==> config.mk <==
export PLATFORM = sky130hd
export DESIGN_NAME = reg_writeback
export DESIGN_NICKNAME = d
export VERILOG_FILES = /design/src/rtl/reg_writeback.sv
export SDC_FILE = /design/constraint.sdc
export NUM_CORES = 1
export LEC_CHECK = 0
export ABC_AREA = 1
export CAP_MARGIN = 5
export CELL_PAD_IN_SITES_DETAIL_PLACEMENT = 1
export CELL_PAD_IN_SITES_GLOBAL_PLACEMENT = 2
export CORE_AREA = 2 2 212 130
export DETAILED_ROUTE_END_ITERATION = 12
export DIE_AREA = 0 0 214 132
export PLACE_DENSITY_LB_ADDON = 0.08
export SLEW_MARGIN = 20
export SYNTH_ARGS = -nofsm -noshare
export SYNTH_HDL_FRONTEND = slang
export SYNTH_SLANG_ARGS = --single-unit
==> constraint.sdc <==
create_clock -name iClk -period 3.54 [get_ports iClk]
set_clock_uncertainty 0.05 [all_clocks]
set_input_delay 0.708 -clock iClk [delete_from_list [all_inputs] [get_ports iClk]]
set_output_delay 0.708 -clock iClk [all_outputs]
set_load 0.02 [all_outputs]
==> src/rtl/reg_writeback.sv <==
// Write-back queue feeding the register file write port, with read-after-write hazard flags.
// Optional forwarding outputs are enabled with REG_WRITEBACK_FWD_EN.
module reg_writeback #(
  parameter int DEPTH = 4,
  parameter int AW    = 5,
  parameter int DW    = 32
) (
  input  logic                       iClk,
  input  logic                       nRst,
  input  logic                       iAluValid,
  output logic                       oAluReady,
  input  logic [AW-1:0]              iAluAddr,
  input  logic [DW-1:0]              iAluData,
  input  logic                       iLdValid,
  output logic                       oLdReady,
  input  logic [AW-1:0]              iLdAddr,
  input  logic [DW-1:0]              iLdData,
  input  logic                       iStall,
  output logic                       oWrite,
  output logic [AW-1:0]              oAddrC,
  output logic [DW-1:0]              oRegC,
  input  logic [AW-1:0]              iAddrA,
  input  logic [AW-1:0]              iAddrB,
  output logic                       oHazA,
  output logic                       oHazB,
`ifdef REG_WRITEBACK_FWD_EN
  output logic                       oFwdA,
  output logic                       oFwdB,
  output logic [DW-1:0]              oFwdDataA,
  output logic [DW-1:0]              oFwdDataB,
`endif
  output logic [$clog2(DEPTH+1)-1:0] oCount
);

  localparam int CW = $clog2(DEPTH + 1);
  localparam int PW = $clog2(DEPTH);

  logic [AW-1:0] addr_q [DEPTH];
  logic [DW-1:0] data_q [DEPTH];
  logic [PW-1:0] head, tail;
  logic          space, acc_ld, acc_alu, push, pop;
  logic [AW-1:0] push_addr;
  logic [DW-1:0] push_data;

  assign space     = (oCount < CW'(DEPTH));
  assign oLdReady  = space;
  assign oAluReady = space && !iLdValid;
  assign acc_ld    = iLdValid && space;
  assign acc_alu   = iAluValid && oAluReady;
  assign push_addr = acc_ld ? iLdAddr : iAluAddr;
  assign push_data = acc_ld ? iLdData : iAluData;
  // Results to r0 finish their handshake but never occupy a slot.
  assign push      = (acc_ld || acc_alu) && (push_addr != '0);
  assign pop       = (oCount != '0) && !iStall;

  always_ff @(posedge iClk) begin
    if (push) begin
      addr_q[tail] <= push_addr;
      data_q[tail] <= push_data;
    end
  end

  always_ff @(posedge iClk or negedge nRst) begin
    if (!nRst) begin
      head   <= '0;
      tail   <= '0;
      oCount <= '0;
      oWrite <= 1'b0;
      oAddrC <= '0;
      oRegC  <= '0;
    end else begin
      if (push) tail <= tail + 1'b1;
      if (pop)  head <= head + 1'b1;
      case ({push, pop})
        2'b10:   oCount <= oCount + 1'b1;
        2'b01:   oCount <= oCount - 1'b1;
        default: oCount <= oCount;
      endcase
      oWrite <= pop;
      if (pop) begin
        oAddrC <= addr_q[head];
        oRegC  <= data_q[head];
      end
    end
  end

  // Scan oldest (output register) to youngest so the last match wins for forwarding.
  logic          hit_a, hit_b;
  logic [DW-1:0] fwd_data_a, fwd_data_b;
  logic [PW-1:0] idx;

  always_comb begin
    hit_a      = 1'b0;
    hit_b      = 1'b0;
    fwd_data_a = '0;
    fwd_data_b = '0;
    idx        = '0;
    if (oWrite && oAddrC == iAddrA) begin
      hit_a      = 1'b1;
      fwd_data_a = oRegC;
    end
    if (oWrite && oAddrC == iAddrB) begin
      hit_b      = 1'b1;
      fwd_data_b = oRegC;
    end
    for (int i = 0; i < DEPTH; i++) begin
      idx = head + PW'(i);
      if (CW'(i) < oCount) begin
        if (addr_q[idx] == iAddrA) begin
          hit_a      = 1'b1;
          fwd_data_a = data_q[idx];
        end
        if (addr_q[idx] == iAddrB) begin
          hit_b      = 1'b1;
          fwd_data_b = data_q[idx];
        end
      end
    end
    if (iAddrA == '0) hit_a = 1'b0;
    if (iAddrB == '0) hit_b = 1'b0;
  end

`ifdef REG_WRITEBACK_FWD_EN
  assign oFwdA     = hit_a;
  assign oFwdB     = hit_b;
  assign oFwdDataA = fwd_data_a;
  assign oFwdDataB = fwd_data_b;
  assign oHazA     = hit_a && !oFwdA;
  assign oHazB     = hit_b && !oFwdB;
`else
  assign oHazA     = hit_a;
  assign oHazB     = hit_b;
  logic unused_fwd;
  assign unused_fwd = ^{fwd_data_a, fwd_data_b};
`endif

endmodule

* Word level (Yosys, flattened, before mapping)
Memories as Yosys holds them, arrays and structs flattened. A register that Yosys moved wholly into a read port is not among the register bits.
Index checks and enable logic that the tools add are counted.
** Storage, ports and cells
- Flip-flop bits (word level) :: 13
- Memory bits (writable) :: 148
- Memories :: 2
** Memory list
- data_q :: words 4, width 32, rd ports 1, clocked after memory_dff 1, write ports 1, RTL line 39 : logic [DW-1:0] data_q [DEPTH];
- addr_q :: words 4, width 5, rd ports 4, clocked after memory_dff 0, write ports 1, RTL line 38 : logic [AW-1:0] addr_q [DEPTH];
** Cells by class
- Add/subtract/negate cells :: 6
- Order comparisons :: 5
- Eq/ne operators :: 12
- Multiplexer cells :: 25
- Reductions and logical operators :: 16
** Operator list (count)
- $eq 5x5->1 :: 10
- $mux 32 :: 1
- $mux 1 :: 22
- $logic_not 5->1 :: 2
- $logic_and 1x1->1 :: 7
- $lt 1x3->1 const A :: 2
- $lt 2x3->1 const A :: 2
- $pmux 3 s2 :: 1
- $mux 5 :: 1
- $reduce_bool 5->1 :: 1
- $add 2x1->2 const B :: 2
- $add 2x2->2 const B :: 2
- $add 3x1->3 const B :: 1
- $logic_not 1->1 :: 3
- $lt 3x3->1 const B :: 1
- $reduce_bool 3->1 :: 1
- $sub 3x1->3 const B :: 1
- $eq 2x1->1 const B :: 1
- $eq 2x2->1 const B :: 1
- $reduce_bool 2->1 :: 1
- $logic_or 1x1->1 :: 1

* Logic depth before layout (Yosys ltp)
Gate-level depths: netlist of the first run.
- Depth in word-level cells :: 12
- Gate-level depth with buffers :: 15

* Worst setup path after synthesis of the first run
Ideal clock, no wire load.
- Path type :: input port to flip-flop
- Start point :: in iLdValid
- End point :: mem addr_q[0][0] (enable)
- Data arrival time :: 3.074 ns
- Required time :: 3.059 ns
- Slack :: -0.015 ns
- Cell stages on the path :: 9
- Buffers on the path :: 2
- Path through :: buf_2 nand2_4 buf_6 nand2_1 nand2_1 nor2_1 nand3_1 o211ai_2 nor2_1
** Between the ends
- Elaborated cells between the ends (all ways) :: 10
- Those cells by class :: mux (3); reduce/logical (7)
** RTL lines
- start, declared :: RTL line 14 : input logic iLdValid,
- $logic_and 1x1->1 :: RTL line 48 : assign acc_ld = iLdValid && space;
- $mux 5 :: RTL line 50 : assign push_addr = acc_ld ? iLdAddr : iAluAddr;
- named net push_addr[3] :: RTL line 42 : logic [AW-1:0] push_addr;
- $reduce_bool 5->1 :: RTL line 53 : assign push = (acc_ld || acc_alu) && (push_addr != '0);
- $logic_and 1x1->1 :: RTL line 53
- $mux 1 :: RTL line 57 : if (push) begin
- $mux 1 (implied by the code) :: RTL line 58 : addr_q[tail] <= push_addr;
- end, declared :: RTL line 38
The timed path passes the listed nets, and every way through them passes these cells.

* Worst setup path in the final report of the first run
- Start point :: reg head[0]
- End point :: out oHazA
** Between the ends
- Word-level cells in the longest chain between the ends :: 11
- Elaborated cells between the ends (all ways) :: 17
- Those cells by class :: add/sub (3); eq/ne (4); mux (9); memory (1)
** Ends and longest elaborated chain
- start, declared :: RTL line 40 : logic [PW-1:0] head, tail;
- start signal, assigned :: RTL line 73 : if (pop) head <= head + 1'b1;
- $mem_v2 4x5 *
- $eq 5x5->1 :: RTL line 109 : if (addr_q[idx] == iAddrA) begin
- $mux 1 :: RTL line 109
- $mux 1 :: RTL line 108 : if (CW'(i) < oCount) begin
- $mux 1 :: RTL line 109
- $mux 1 :: RTL line 108
- $mux 1 :: RTL line 109
- $mux 1 :: RTL line 108
- $mux 1 :: RTL line 109
- $mux 1 * :: RTL line 108
- $mux 1 * :: RTL line 119 : if (iAddrA == '0) hit_a = 1'b0;
- end, declared :: RTL line 24 : output logic oHazA,
Mark *: on every way between the ends. The rest lies on a longest branch, timed or not.

==> flow_summary.yaml, run 1 <==
pwr:
  internal_power_uw: 5900
  p_clk_share_pct: 18.9
  power_leakage_uw: 0.00455
  vdd.ir_drop.worst_uv: 406
  power.switching_uw: 4270
  switching_share_pct: 42.0
  power_frac_comb_pct: 46.0
  power.density_nw_per_um2: 875
  finalPower_uw: 10200
  seqPwrFrac_pct: 35.1
drt:
  wl_met2_um: 11100
  drt_iter0_markers: 422
  routed_wl_um: 26900
  vias: 6851
  m1WireLength_um: 14400
  avgRoutedWirePerCell_um: 19.5
  first_pass_iters: 4
  top_layer_used: "met4"
  viasPerCell: 4.98
  dr_wl_met3_um: 1250
  route.detailed.drc: 0
  ant_nets: 0
setup_path:
  criticalPathCategory: "reg -> out"
  slowest_stage: "dfrtp_1"
  crit_path_max_incr_delay_ps: 480
  arrival_ps: 2520
  path_common_cell: "nand3_1"
  r2r-start: "oCount[2]"
  crit_chain: "inv_2 -> buf_12 -> nand2_1 -> nand3_1 -> nand3_1 -> nand2_1 -> nor2_1 -> nand3_1 -> nand3_1 -> nor2_1 -> nor2_1 -> clkbuf_2"
  r2r-end: "oCount[2]"
  cp_top_family: "simple AND/OR/NAND/NOR gates"
  crit_buf_inv: 3
  rrSetupSlack_ps: 930
  crit_fanout: 27
  path_depth: 12
  required_ps: 2780
  critPathLaunchType: "flop"
  ff2ff_path_depth: 12
  critPathCaptureType: "output pin"
synth:
  avgSynthCellArea_um2: 10.6
  synth_cell_types: 34
  yosysTopAreaCell: "edfxtp_1"
  yosys_most_used_dff: "edfxtp_1"
  synthAdderAreaFrac_pct: 1.24
  synth_simple_gate_area_share_pct: 20.3
  seq_area_frac_synth_pct: 61.2
  synthXorXnorAreaFrac_pct: 0.577
  synth_top_family_by_area: "simple AND/OR/NAND/NOR gates"
  synth_top_area_share_pct: 48.8
  syn-num-nets: 954
  synthTopCellsByCount: "242 x nand2_1, 148 x edfxtp_1, 80 x nor2_1"
  synth_edf_count: 148
  async_reset_ff_share_pct: 23.3
  ys.warnings.count: 0
  synthesis.area_um2: 9110
  synthCells: 856
  yosysMostFrequentCell: "nand2_1"
  ys_ff_latch: 193
  synth.mux.area_fraction_pct: 3.96
  synth.area.top_cells: "edfxtp_1 49%, dfrtp_1 12%, nand2_1 10%"
  synth_compound_area_share_pct: 7.82
clock_tree:
  htreeDepth: 4
  ctsLongestPathBuffers: 2
  clkSlewWorstSetupHoldPaths_ps: 70
  cts.hold.buffers_added: 0
  cts_root_buffer: "clkbuf_16"
  clock_sinks: 193
  clk_latency_ps: 440
  cts_tree: "yes"
  cts_made_buffers: 17
floorplan:
  die_h_um: 132
  core.rowCount: 46
  dieArea_um2: 28200
  ios: 134
  initial_utilization_pct: 34.8
  die_x_um: 214
  coreArea_um2: 26200
run_status:
  status: "complete, no violations"
sta:
  setup_viol: 0
  tightest_slew_ps: 616
  maxSlewHeadroom_pct: 58.9
  final.min_clock_period_ps: 3280
  max_freq_mhz: 305
  rsz0062_at_grt: "false"
  drv_slew: 0
  hold_viol_final: 0
  finalCritPeriodShare_pct: 92.7
grt:
  overflow: 0
  antenna_found_initial: 0
  grtUsageTotal_pct: 19.6
  grt_max_degree: 68
  grt_pass1_vias: 6888
  grt_first_pass_wirelength_um: 42000
final_layout:
  area_delta_synth_final_pct: 27.6
  n_antenna_cell: 0
  final_nets: 1102
  drive_gt1_share_pct: 13.3
  stdcell_count: 1377
  n_fill_cell: 2881
placed_design:
  dp_hpwl_um: 19100
  place_inst: 1345
  portBuffers: 133
  routabilityCongestion: 0.771
min_path:
  hp-class: "in -> async"
flow_run:
  cap_viol_max_count: 0
[cell usage in the layout, fill, tap and decap left out, types with 2 or more instances in the layout]
cell and n:
dfrtp_1 44, o22ai_1 4, a31oi_1 8, mux2_2 32
a41oi_1 24, nor2_4 4, edfxtp_1 148, buf_4 25
nand2_2 6, inv_1 50, nor2_1 75, a22oi_1 40
clkinvlp_4 2, clkbuf_2 2, clkbuf_16 17, buf_12 8
a21oi_1 6, nand2_4 9, clkinv_4 3, xor2_1 3
nand3_1 74, clkdlybuf4s50_1 130, nand2_1 242, o21ai_1 3
nor3_1 3, ha_1 9, xnor2_1 3, o21ai_0 12
inv_2 3, inv_8 6, nand3_2 8
[state kept, by name, indices dropped and copies added (netlist names)]
signal / count
addr_q: 20
data_q: 128
head: 2
oAddrC: 5
oCount: 3
oRegC: 32
oWrite: 1
tail: 2
[metrics by stage]
stage | util, % | setup slack [ps] | hold WS (ps) | area, um2 | TNS, ps
floorplan | - | -15.0 | 362 | 9110 | -2220
CTS | 44.4 | 90.6 | 204 | 11600 | 0
finish | 44.4 | 260 | 210 | 11600 | 0
detailed placement | 42.1 | -54.5 | 481 | 11000 | -54.5
global route | 44.4 | 44.0 | 219 | 11600 | 0
global placement | 42.1 | -48.8 | 469 | 11000 | -48.8
[worst reg2reg max path, cell delays in order, from the launching register on]
cell and delay (ps):
dfrtp_1 640, inv_8 100, nand2_4 110, nand2_1 70, nand2_1 200, nor2_1 80
nand3_1 110, o211ai_2 260, ha_1 450, nor2_1 130, o21ai_0 120, xor2_1 150
inv_1 60
[worst max path at each step]
stage               from      endpoint
2_1_floorplan   iLdValid  addr_q[0][0]
3_3_place_gp   iAddrA[0]         oHazA
3_5_place_dp   iAddrA[0]         oHazA
4_1_cts          head[0]         oHazA
5_1_grt          head[0]         oHazB
6_report         head[0]         oHazA
[timing repair]
item	4_1_cts	5_1_grt
buffers inserted	0	0
gates resized for setup	3	6
hold endpoints to repair	0	0
endpoints found under the setup margin	2	2
[power by group through the flow]
stage / registers, uW / clock network, uW / logic (uW)
floorplan: 3800 / 0 / 2610
finish: 3560 / 1930 / 4680
CTS: 3570 / 1980 / 4700
global route: 3640 / 2060 / 5160
detailed placement: 3610 / 0 / 4690
global placement: 3600 / 0 / 4670
[metal layers]
metal	global-route usage, %	vias to the layer above
met3	4.71	14
met1	30.6	3417
met4	4.00	0
met2	27.4	138
li1	-	3282
met5	0	-
[cell type report]
cell class                      instances  area, um2  area share (%)
Timing Repair Buffer                  166       1660            14.3
Inverter                               54        210            1.81
Multi-Input combinational cell        572       3130            26.9
Tap cell                              360        450            3.88
Clock buffer                           18        439            3.78
Clock inverter                         14        153            1.31
Sequential cell                       193       5570            48.0
[cell families (layout without fill, tap and decap cells)]
| group | Yosys count | in the layout |
|---|---|---|
| xor+xnor | 6 | 6 |
| fa+ha+maj | 9 | 9 |
| flops | 193 | 193 |
| simple gates | 426 | 426 |
| buf+inv | 91 | 252 |
| compound gates | 99 | 99 |
| mux | 32 | 32 |
No activity file was read; power rests on OpenSTA's default activity.
==> run 2: changes to the inputs <==
Settings changed: SETUP_SLACK_MARGIN set to 0.5.
==> flow_summary.yaml, run 2 (synthesis gave the netlist of run 1 again) <==
grt:
  grt_pass1_vias: 7043
  grt_max_degree: 68
  overflow: 0
  grtUsageTotal_pct: 20.6
  grt_first_pass_wirelength_um: 43800
  antenna_found_initial: 0
clock_tree:
  clkSlewWorstSetupHoldPaths_ps: 70
  cts_root_buffer: "clkbuf_16"
  clock_sinks: 193
  clk_latency_ps: 440
  cts.hold.buffers_added: 0
  ctsLongestPathBuffers: 2
  cts_made_buffers: 17
  cts_tree: "yes"
  htreeDepth: 4
sta:
  setup_viol: 0
  maxSlewHeadroom_pct: 56.0
  hold_viol_final: 0
  finalCritPeriodShare_pct: 87.3
  tightest_slew_ps: 659
  max_freq_mhz: 324
  rsz0062_at_grt: "true"
  drv_slew: 0
  final.min_clock_period_ps: 3090
pwr:
  power_leakage_uw: 0.00487
  finalPower_uw: 11500
  vdd.ir_drop.worst_uv: 432
  power.density_nw_per_um2: 918
  power.switching_uw: 5030
  internal_power_uw: 6490
  seqPwrFrac_pct: 31.1
  p_clk_share_pct: 16.8
  power_frac_comb_pct: 52.2
  switching_share_pct: 43.7
final_layout:
  top_register: "data_q"
  final_area_um2: 12500
  largest_registers: "data_q (128), oRegC (32), addr_q (20)"
  layout.area.seq_um2: 5570
  largest_register_ffs: 128
  drive_gt1_share_pct: 25.9
  mostFrequentLayoutCells: "174 x nand2_1, 148 x edfxtp_1, 126 x clkdlybuf4s50_1"
  final_common_cell: "nand2_1"
  final_nets: 1119
  multi_input_area_um2: 3780
  n_fill_cell: 2818
  area_delta_synth_final_pct: 37.8
  n_antenna_cell: 0
setup_path:
  arrival_ps: 2330
  required_ps: 2780
  criticalPathCategory: "reg -> out"
  crit_fanout: 7
  critPathCaptureType: "output pin"
  critPathLaunchType: "flop"
flow_run:
  cap_viol_max_count: 0
min_path:
  hp-class: "in -> async"
floorplan:
  dieArea_um2: 28200
  core.rowCount: 46
  coreArea_um2: 26200
  die_h_um: 132
  ios: 134
  die_x_um: 214
  initial_utilization_pct: 34.8
placed_design:
  placed_area_um2: 11000
  portBuffers: 133
  dp_hpwl_um: 19100
  routabilityCongestion: 0.771
drt:
  route.detailed.drc: 0
  drt_iter0_markers: 383
  routed_wl_um: 29400
  avgRoutedWirePerCell_um: 21.1
  ant_nets: 0
  vias: 7094
  first_pass_iters: 4
  viasPerCell: 5.09
run_status:
  status: "complete, no violations"
[run 2: cell count changes in the layout (fill, tap and decap cells not counted), sizes merged]
cell,change
clkbuf,+2
clkdlybuf4s50,-4
dlygate4sd2,+1
buf,+11
dlymetal6s2s,+3
nand2,+4
[run 2: metrics by stage]
step / hold WS [ps] / util [%] / setup TNS (ps) / setup WS, ps / cells
floorplan: 362 / - / -2220 / -15.0 / 856
global route: 219 / 47.9 / 0 / 328 / 1394
finish: 209 / 47.9 / 0 / 451 / 1394
detailed placement: 481 / 42.1 / -54.5 / -54.5 / 1345
global placement: 469 / 42.1 / -48.8 / -48.8 / 1345
CTS: 204 / 45.5 / 0 / 490 / 1390
[run 2: worst paths after layout]
| path | start | to | slack [ps] | cells after the start |
|---|---|---|---|---|
| max | head[0] | oHazA | 450 | 12 |
| min | nRst | oRegC[22] | 210 | 2 |
| max reg2reg | oCount[2] | oCount[2] | 1050 | 12 |
| min reg2reg | data_q[0][28] | oRegC[28] | 490 | 2 |
| max in group asynchronous | nRst | head[0] | 2790 | 2 |
| min in group iClk | data_q[0][28] | oRegC[28] | 490 | 2 |
[run 2: what timing repair did]
action | 4_1_cts | 5_1_grt
gates resized for setup | 53 | 136
buffers inserted | 7 | 0
pin swaps | 13 | 41
setup endpoints to repair | 2 | 2
gates cloned | 6 | 4
[run 2: final cells by class]
| class | count | share of cell area (%) |
|---|---|---|
| sequential | 193 | 44.4 |
| clock buffer | 18 | 3.50 |
| multi-input combinational | 576 | 30.2 |
| clock inverter | 14 | 1.22 |
| tap | 360 | 3.59 |
| timing repair buffer | 179 | 15.3 |
| inverter | 54 | 1.76 |
[run 2: worst max-delay path, cell delays in order, from the launching register on]
cell	delay (ps)
dfrtp_2	460
buf_12	180
clkbuf_16	180
nand2_2	100
nand3_4	100
nand3_4	110
nand2_1	70
nor2_2	160
nand3_1	110
nand3_2	90
nor2_2	50
nor2_1	110
buf_4	150
[run 2: power by group through the flow]
stage	Sequential (uW)	Clock [uW]	Combinational, uW
2_1_floorplan	3800	0	2610
3_3_place_gp	3600	0	4670
3_5_place_dp	3610	0	4690
4_1_cts	3560	1980	5210
5_1_grt	3650	2060	6460
6_report	3580	1930	6010
[run 2: layer usage]
metal,track usage (%),vias up,wire (um)
met2,28.4,177,12100
met3,5.47,19,1950
met4,4.04,0,217
met5,0,-,0
met1,32.1,3572,15100
li1,-,3326,-
